### config.mk
export PLATFORM = sky130hd
export DESIGN_NAME = word_bank_16_flat
export DESIGN_NICKNAME = d
export VERILOG_FILES = /design/src/rtl/word_bank_16_if.sv /design/src/rtl/word_bank_16.sv /design/src/flat_wrapper.sv
export SDC_FILE = /design/constraint.sdc
export NUM_CORES = 1
export LEC_CHECK = 0
export ABC_AREA = 1
export CELL_PAD_IN_SITES_DETAIL_PLACEMENT = 0
export CELL_PAD_IN_SITES_GLOBAL_PLACEMENT = 1
export CORE_MARGIN = 4
export CORE_UTILIZATION = 37
export CTS_CLUSTER_DIAMETER = 50
export DETAILED_ROUTE_END_ITERATION = 8
export PLACE_DENSITY = 0.92
export SYNTH_ARGS = -nofsm -noshare
export SYNTH_HDL_FRONTEND = slang
export SYNTH_SLANG_ARGS = --single-unit
### constraint.sdc
create_clock -name clk -period 4 [get_ports clk]
set_input_delay 0.6 -clock clk [delete_from_list [all_inputs] [get_ports clk]]
set_output_delay 0.6 -clock clk [all_outputs]
set_load 0.01 [all_outputs]
### src/rtl/word_bank_16_if.sv
// Bus bundle for word_bank_16: write port, scan handshake and the bank/select
// outputs that feed mux_16.
interface word_bank_16_if;
    logic         wr_en;
    logic [3:0]   wr_addr;
    logic [15:0]  wr_data;
    logic         start;
    logic [255:0] bank;
    logic [3:0]   sel;
    logic         sel_valid;
    logic         busy;
    logic         done;
    logic         wr_err;

    modport master (
        output wr_en, wr_addr, wr_data, start,
        input  bank, sel, sel_valid, busy, done, wr_err
    );

    modport slave (
        input  wr_en, wr_addr, wr_data, start,
        output bank, sel, sel_valid, busy, done, wr_err
    );
endinterface

### src/rtl/word_bank_16.sv
// word_bank_16: 16x16 register bank with a dwell-timed select sweep for mux_16.
// Optional WORD_BANK_WR_BLOCK_EN: writes during SCAN are dropped and flagged on wr_err.
module word_bank_16_entry (
    input  logic        clk,
    input  logic        rst_n,
    input  logic        i_we,
    input  logic [15:0] i_d,
    output logic [15:0] o_q
);
    logic [15:0] r_q;

    always_ff @(posedge clk or negedge rst_n) begin
        if (!rst_n)    r_q <= '0;
        else if (i_we) r_q <= i_d;
    end

    assign o_q = r_q;
endmodule

module word_bank_16 #(
    parameter int DWELL = 10
) (
    input  logic           clk,
    input  logic           rst_n,
    word_bank_16_if.slave  bus
);
    localparam int         NUM_WORDS = 16;
    localparam logic [7:0] LAST_CNT  = 8'(DWELL - 1);

    typedef enum logic [1:0] {S_IDLE, S_SCAN, S_DONE} state_t;

    state_t      r_state, w_state_nxt;
    logic [3:0]  r_sel, w_sel_nxt;
    logic [7:0]  r_cnt, w_cnt_nxt;
    logic        r_busy, r_done;
    logic        w_wr_ok;
    logic [NUM_WORDS-1:0]       w_we;
    logic [NUM_WORDS-1:0][15:0] w_q;

    always_comb begin
        w_state_nxt = r_state;
        w_sel_nxt   = r_sel;
        w_cnt_nxt   = r_cnt;
        case (r_state)
            S_IDLE: begin
                if (bus.start) begin
                    w_state_nxt = S_SCAN;
                    w_sel_nxt   = 4'd0;
                    w_cnt_nxt   = 8'd0;
                end
            end
            S_SCAN: begin
                if (r_cnt == LAST_CNT) begin
                    if (r_sel != 4'hF) begin
                        w_sel_nxt = r_sel + 4'd1;
                        w_cnt_nxt = 8'd0;
                    end else begin
                        w_state_nxt = S_DONE;
                    end
                end else begin
                    w_cnt_nxt = r_cnt + 8'd1;
                end
            end
            S_DONE:  w_state_nxt = S_IDLE;
            default: w_state_nxt = S_IDLE;
        endcase
    end

    // busy/done are flopped from the next state so every output comes from a register
    always_ff @(posedge clk or negedge rst_n) begin
        if (!rst_n) begin
            r_state <= S_IDLE;
            r_sel   <= 4'd0;
            r_cnt   <= 8'd0;
            r_busy  <= 1'b0;
            r_done  <= 1'b0;
        end else begin
            r_state <= w_state_nxt;
            r_sel   <= w_sel_nxt;
            r_cnt   <= w_cnt_nxt;
            r_busy  <= (w_state_nxt == S_SCAN);
            r_done  <= (w_state_nxt == S_DONE);
        end
    end

`ifdef WORD_BANK_WR_BLOCK_EN
    logic r_wr_err;

    assign w_wr_ok = (r_state != S_SCAN);

    always_ff @(posedge clk or negedge rst_n) begin
        if (!rst_n) r_wr_err <= 1'b0;
        else        r_wr_err <= bus.wr_en && (r_state == S_SCAN);
    end

    assign bus.wr_err = r_wr_err;
`else
    assign w_wr_ok    = 1'b1;
    assign bus.wr_err = 1'b0;
`endif

    for (genvar k = 0; k < NUM_WORDS; k++) begin : g_word
        assign w_we[k] = bus.wr_en && w_wr_ok && (bus.wr_addr == 4'(k));

        word_bank_16_entry u_entry (
            .clk   (clk),
            .rst_n (rst_n),
            .i_we  (w_we[k]),
            .i_d   (bus.wr_data),
            .o_q   (w_q[k])
        );
    end

    assign bus.bank      = w_q;
    assign bus.sel       = r_sel;
    assign bus.sel_valid = r_busy;
    assign bus.busy      = r_busy;
    assign bus.done      = r_done;
endmodule

### src/flat_wrapper.sv
// flat-port wrapper written by rule: the top's interface ports become plain ports
module word_bank_16_flat 
#(
    parameter int DWELL = 10
)
  (clk, rst_n, bus_wr_en, bus_wr_addr, bus_wr_data, bus_start, bus_bank, bus_sel, bus_sel_valid, bus_busy, bus_done, bus_wr_err);
  word_bank_16_if bus_i ();
  input  logic clk;
  input  logic rst_n;
  input wire logic [$bits(bus_i.wr_en)-1:0] bus_wr_en;
  input wire logic [$bits(bus_i.wr_addr)-1:0] bus_wr_addr;
  input wire logic [$bits(bus_i.wr_data)-1:0] bus_wr_data;
  input wire logic [$bits(bus_i.start)-1:0] bus_start;
  output wire logic [$bits(bus_i.bank)-1:0] bus_bank;
  output wire logic [$bits(bus_i.sel)-1:0] bus_sel;
  output wire logic [$bits(bus_i.sel_valid)-1:0] bus_sel_valid;
  output wire logic [$bits(bus_i.busy)-1:0] bus_busy;
  output wire logic [$bits(bus_i.done)-1:0] bus_done;
  output wire logic [$bits(bus_i.wr_err)-1:0] bus_wr_err;
  assign bus_i.wr_en = bus_wr_en;
  assign bus_i.wr_addr = bus_wr_addr;
  assign bus_i.wr_data = bus_wr_data;
  assign bus_i.start = bus_start;
  assign bus_bank = bus_i.bank;
  assign bus_sel = bus_i.sel;
  assign bus_sel_valid = bus_i.sel_valid;
  assign bus_busy = bus_i.busy;
  assign bus_done = bus_i.done;
  assign bus_wr_err = bus_i.wr_err;
  word_bank_16 #(.DWELL(DWELL)) u_core (.clk(clk), .rst_n(rst_n), .bus(bus_i));
endmodule
; Word level (Yosys, flattened, before mapping)
; Cells that the tools add are included.
[totals]
ff_bits = 272
out_inout_bits = 264
elab_cells = 80
[op_classes]
add_sub_neg = 2
n_eq_ne = 24
muxes = 12
reduce_logical = 21
[op_table]
columns = cell, count
row1 = equality test 4 bit (second input constant), 8
row2 = two-way mux 8 bit, 3
row3 = equality test 4 x 3 -> 1 bit (second input constant), 4
row4 = logical AND 1 bit, 16
row5 = case mux 8 bit (2 select lines), 1
row6 = two-way mux 4 bit, 3
row7 = adder 8 x 1 -> 8 bit (second input constant), 1
row8 = equality test 4 x 2 -> 1 bit (second input constant), 2
row9 = equality test 8 x 4 -> 1 bit (second input constant), 1
row10 = case mux 4 bit (2 select lines), 1
row11 = two-way mux 2 bit, 3
row12 = adder 4 x 1 -> 4 bit (second input constant), 1
row13 = equality test 2 x 1 -> 1 bit (second input constant), 2
row14 = equality test 4 x 1 -> 1 bit (second input constant), 1
row15 = zero test 4 bit, 1
row16 = inequality test 2 x 1 -> 1 bit (second input constant), 2
row17 = inequality test 4 bit (second input constant), 1
row18 = case mux 2 bit (2 select lines), 1
row19 = AND reduction 4 bit, 1
row20 = inequality test 3 bit (second input constant), 1
row21 = AND reduction 3 bit, 1
row22 = equality test 2 bit (second input constant), 1
row23 = zero test 2 bit, 1
row24 = inequality test 2 bit (second input constant), 1
row25 = nonzero test 2 bit, 1

; Longest topological paths before layout
[logic_depth]
depth_word = 5
mapped_depth = 8
depth_no_buf = 8

; Modules after synthesis
; From an unflattened synthesis, not the netlist that was laid out.
[hier_totals]
cells_unflattened = 1229
hier_area_um2 = 11350.9
[modules_own_cells]
columns = mod, n_inst, cells_per_inst, area_each_um2
row1 = word_bank_16_entry, 16, 68, 644.4
row2 = word_bank_16, 1, 141, 1041.0

; Worst setup path before layout
; OpenSTA, ideal clock, no wires.
[synth_timing]
path_type = register -> register
start = register u_core.r_sel[0], in the netlist u_core.bus.sel[0]
end = register u_core.r_cnt[3]
setup_time_ns = 0.118
arrival_ns = 1.351
path_slack_ns = 2.531
stages_incl_launch_ff = 8
path_buffers = 0
cell_sequence = dfrtp_1 -> ha_1 -> nand3_1 -> nand2_1 -> nand2_1 -> clkinv_1 -> nand3_1 -> nand2_1
[synth_via]
elab_chain_cells = 3
[synth_lines]
columns = item, line_no
row1 = "start, declared", word_bank_16.sv:33  ; logic [3:0] r_sel, w_sel_nxt;
row2 = "start signal, assigned", word_bank_16.sv:79  ; r_sel <= w_sel_nxt;
row3 = inequality test 4 bit, word_bank_16.sv:54  ; if (r_sel != 4'hF) begin
row4 = inequality test 3 bit (no source line), -
row5 = AND reduction 3 bit (no source line), -
row6 = "end signal, assigned", word_bank_16.sv:80  ; r_cnt <= w_cnt_nxt;
row7 = "end, declared", word_bank_16.sv:34  ; logic [7:0] r_cnt, w_cnt_nxt;
; No other way between the ends.
; A chain may end at the register's enable or synchronous reset.

; Worst setup path after layout
[layout_timing]
start = input bus_wr_en
end = register u_core.g_word[9].u_entry.r_q[8]
[layout_via]
elab_chain_cells = 1
[layout_lines]
columns = item, line_no
row1 = "start, declared", flat_wrapper.sv:10  ; input wire logic [$bits(bus_i.wr_en)-1:0] bus_wr_en;
row2 = logical AND 1 bit, word_bank_16.sv:103  ; assign w_we[k] = bus.wr_en && w_wr_ok && (bus.wr_addr == 4'(k));
row3 = "end signal, assigned", word_bank_16.sv:14  ; else if (i_we) r_q <= i_d;
row4 = "end, declared", word_bank_16.sv:10  ; logic [15:0] r_q;
; No other way between the ends.

==> results.ini <==
[clock_tree]
hold_buffers = 0
clockBufferDepth = 3
cts_resized = 0
h-tree-depth = 2
clkSinkCount = 272
postCtsSetupRepairBufs = 0
numCtsBuffers = 35
clkSlewWorstSetupHoldPaths_ns = 0.06
clockRootBuffer = clkbuf_16
clk_latency_ns = 0.50
cts_tree = done

[place]
numPortBuffers = 286
placed_area_sq_mm = 0.0131
pre_cts_ws_ns = 1.15
dp_hpwl_microns = 20600
place.gp.congestion = 0.804
placed_cells = 1560

[yosys]
ys.warnings.count = 0
yosysTopAreaCellShare_pct = 68.1
ys_types = 24
syn-num-nets = 1025
yosysSeqAreaShare_pct = 68.1
synth_seq_cells = 272
postSynthAreaPerCell_sq_um = 10.0
netlist_area_sq_mm = 0.00999
synth.top_cells.by_area = dfrtp_1, nand2_1, o21ai_0
synth_top_area_cell = dfrtp_1
syn_inst = 998

[drt]
drtAntennaViolNets = 0
detail_route.wl_per_cell_microns = 19.4
via_per_inst = 4.96
totalWireLength_microns = 31500
drt-initial-drc-count = 653
num_vias = 8052
firstDrtPassIters = 5
drc = 0

[timing]
tns_ns = 0
fmax_ghz = 0.433
worst_slew_pin_slew_ns = 1.11
hold_violations = 0
rsz0062_at_grt = false
hold_ws_ns = 0.166
max-slew-margin-rel_pct = 26.0
fin_crit_sh_pct = 57.7
setup_ws_ns = 1.69
fin_skew_ns = 0.00534
fin_crit_ns = 2.31
slew_violations = 0
finalSetupViolCount = 0

[worst_setup_path]
endpoint = u_core.g_word[9].u_entry.o_q[8]$_DFFE_PN0P_
cp-start-kind = input port
r2r-start = u_core.r_state[1]$_DFF_PN0_
worst_ep_required_time_ns = 4.32
timing.rr.end = u_core.r_cnt[2]$_DFFE_PN0P_
crit_type = input port to register
worstSetupStartpoint = bus_wr_en
critical_path.max_fanout = 32
worstSetupEndpointType = register
r2r_setup_slack_ns = 2.18
arrival_ns = 2.63
reg2reg_depth = 8

[power]
powerDensity_mw_per_mm2 = 612
pwr-share-clk_pct = 34.0
finalPower_mw = 8.69
intPower_mw = 6.21
switchingPower_mw = 2.48
ir_worst_vdd_mv = 0.474
p_leak_nw = 6.45
pwr-share-seq_pct = 41.6
comb_power_share_pct = 24.4
swShare_pct = 28.5

[layout]
stdcell_count = 1622
finish.utilization_pct = 54.0
drive_gt1_share_pct = 5.45
syn_to_final_growth_pct = 42.1
stdcell_area_sq_mm = 0.0142
nets = 1289

[grt]
grt_max_degree = 114
overflow = 0
antenna_found_initial = 1
grt_util_all_layers_pct = 20.9
grt_pass1_vias = 8052
grt_pass1_wl_microns = 47700

[floorplan]
die_area_sq_mm = 0.0297
die_h_microns = 172
boundaryPins = 288
start_util_pct = 38.0
core_area_sq_mm = 0.0263
rows = 59
die_w_microns = 172

[hold_path]
min_path_type = input port to async pin

[run]
maxCapViolCount = 0

[status]
status = complete, no violations

cell usage in the layout (no fill, tap or decap), drive strengths merged:
master / count
clkdlybuf4s50: 285
dfrtp: 272
nand2: 256
o21ai: 209
nor2: 65
a21oi: 48
clkbuf: 45
inv: 40
nand3: 27
buf: 10
clkinv: 8
nand4: 5
nor3: 5
ha: 3
diode: 2
nand3b: 1
xor2: 1
xnor2: 1
o21bai: 1
conb: 1
clkinvlp: 1
bufinv: 1
flip-flops by register name, indices dropped and copies added (netlist names):
signal / cells
u_core.bus.busy: 1
u_core.bus.done: 1
u_core.bus.sel: 4
u_core.g_word.u_entry.o_q: 256
u_core.r_cnt: 8
u_core.r_state: 2
worst min path at each step:
stage	to	from	depth (start not counted)	slack (ns)
final	u_core.g_word[0].u_entry.o_q[10]$_DFFE_PN0P_	rst_n	1	0.17
after detailed placement	u_core.g_word[7].u_entry.o_q[2]$_DFFE_PN0P_	u_core.g_word[7].u_entry.o_q[2]$_DFFE_PN0P_	2	0.47
after global placement	u_core.g_word[10].u_entry.o_q[15]$_DFFE_PN0P_	u_core.g_word[10].u_entry.o_q[15]$_DFFE_PN0P_	2	0.46
after global routing	u_core.g_word[0].u_entry.o_q[10]$_DFFE_PN0P_	rst_n	1	0.24
after floorplan	u_core.bus.busy$_DFF_PN0_	rst_n	0	0.30
after CTS	u_core.g_word[0].u_entry.o_q[10]$_DFFE_PN0P_	rst_n	1	0.21
area by class of cell:
type                    instances  area, sq um
clock inverters                15          145
multi-input cells             623         2790
inverters                      35          131
flip-flops and latches        272         6810
repair buffers                295         2960
clock buffers                  45          943
diodes                          2         5.00
fillers                      2314        12100
well taps                     335          419
power groups by stage:
| stage | Combinational, mW | Clock, mW | Sequential (mW) |
|---|---|---|---|
| final | 2.12 | 2.95 | 3.61 |
| after global routing | 2.31 | 3.13 | 3.68 |
| after CTS | 2.15 | 3.01 | 3.61 |
| after detailed placement | 2.13 | 0 | 3.65 |
| after global placement | 2.09 | 0 | 3.63 |
| after floorplan | 0.445 | 0 | 3.88 |
synth_stat cells:
| master | number |
|---|---|
| clkbuf_1 | 55 |
| inv_1 | 33 |
| inv_2 | 1 |
| a21oi_1 | 48 |
| nand3b_1 | 1 |
| nor3_1 | 2 |
| nor2_1 | 64 |
| nand4_1 | 5 |
| o21ai_0 | 189 |
| clkinv_1 | 1 |
| o21ai_1 | 19 |
| buf_2 | 11 |
| nor3_2 | 3 |
| nor2_2 | 1 |
| xnor2_1 | 1 |
| conb_1 | 1 |
| o21bai_1 | 1 |
| xor2_1 | 1 |
| o21ai_2 | 1 |
| ha_1 | 3 |
| nand3_1 | 27 |
| nand2_1 | 256 |
| buf_4 | 2 |
| dfrtp_1 | 272 |
kinds of logic after synthesis:
logic type | Yosys count | share of synthesized area, %
AND/OR/NAND/NOR | 359 | 14.2
other | 1 | 0.0375
AO/OA/AOI/OAI | 258 | 13.0
adder cells (fa/ha/maj) | 3 | 0.376
XOR/XNOR | 2 | 0.175
flip-flops | 272 | 68.1
buffers and inverters | 103 | 4.08
critical path, cell delays in order:
cell,delay (ns)
clkdlybuf4s50_1,0.63
nand3_1,0.30
nor3_4,0.91
a21oi_1,0.18
per-layer routing:
layer	track usage [%]	share of wire (%)	vias up
met3	8.23	11	46
met5	0	0	-
met2	31.5	44	326
met1	28.0	43	3882
li1	-	-	3798
met4	6.53	2.4	0
(Power assumes the default switching activity.)
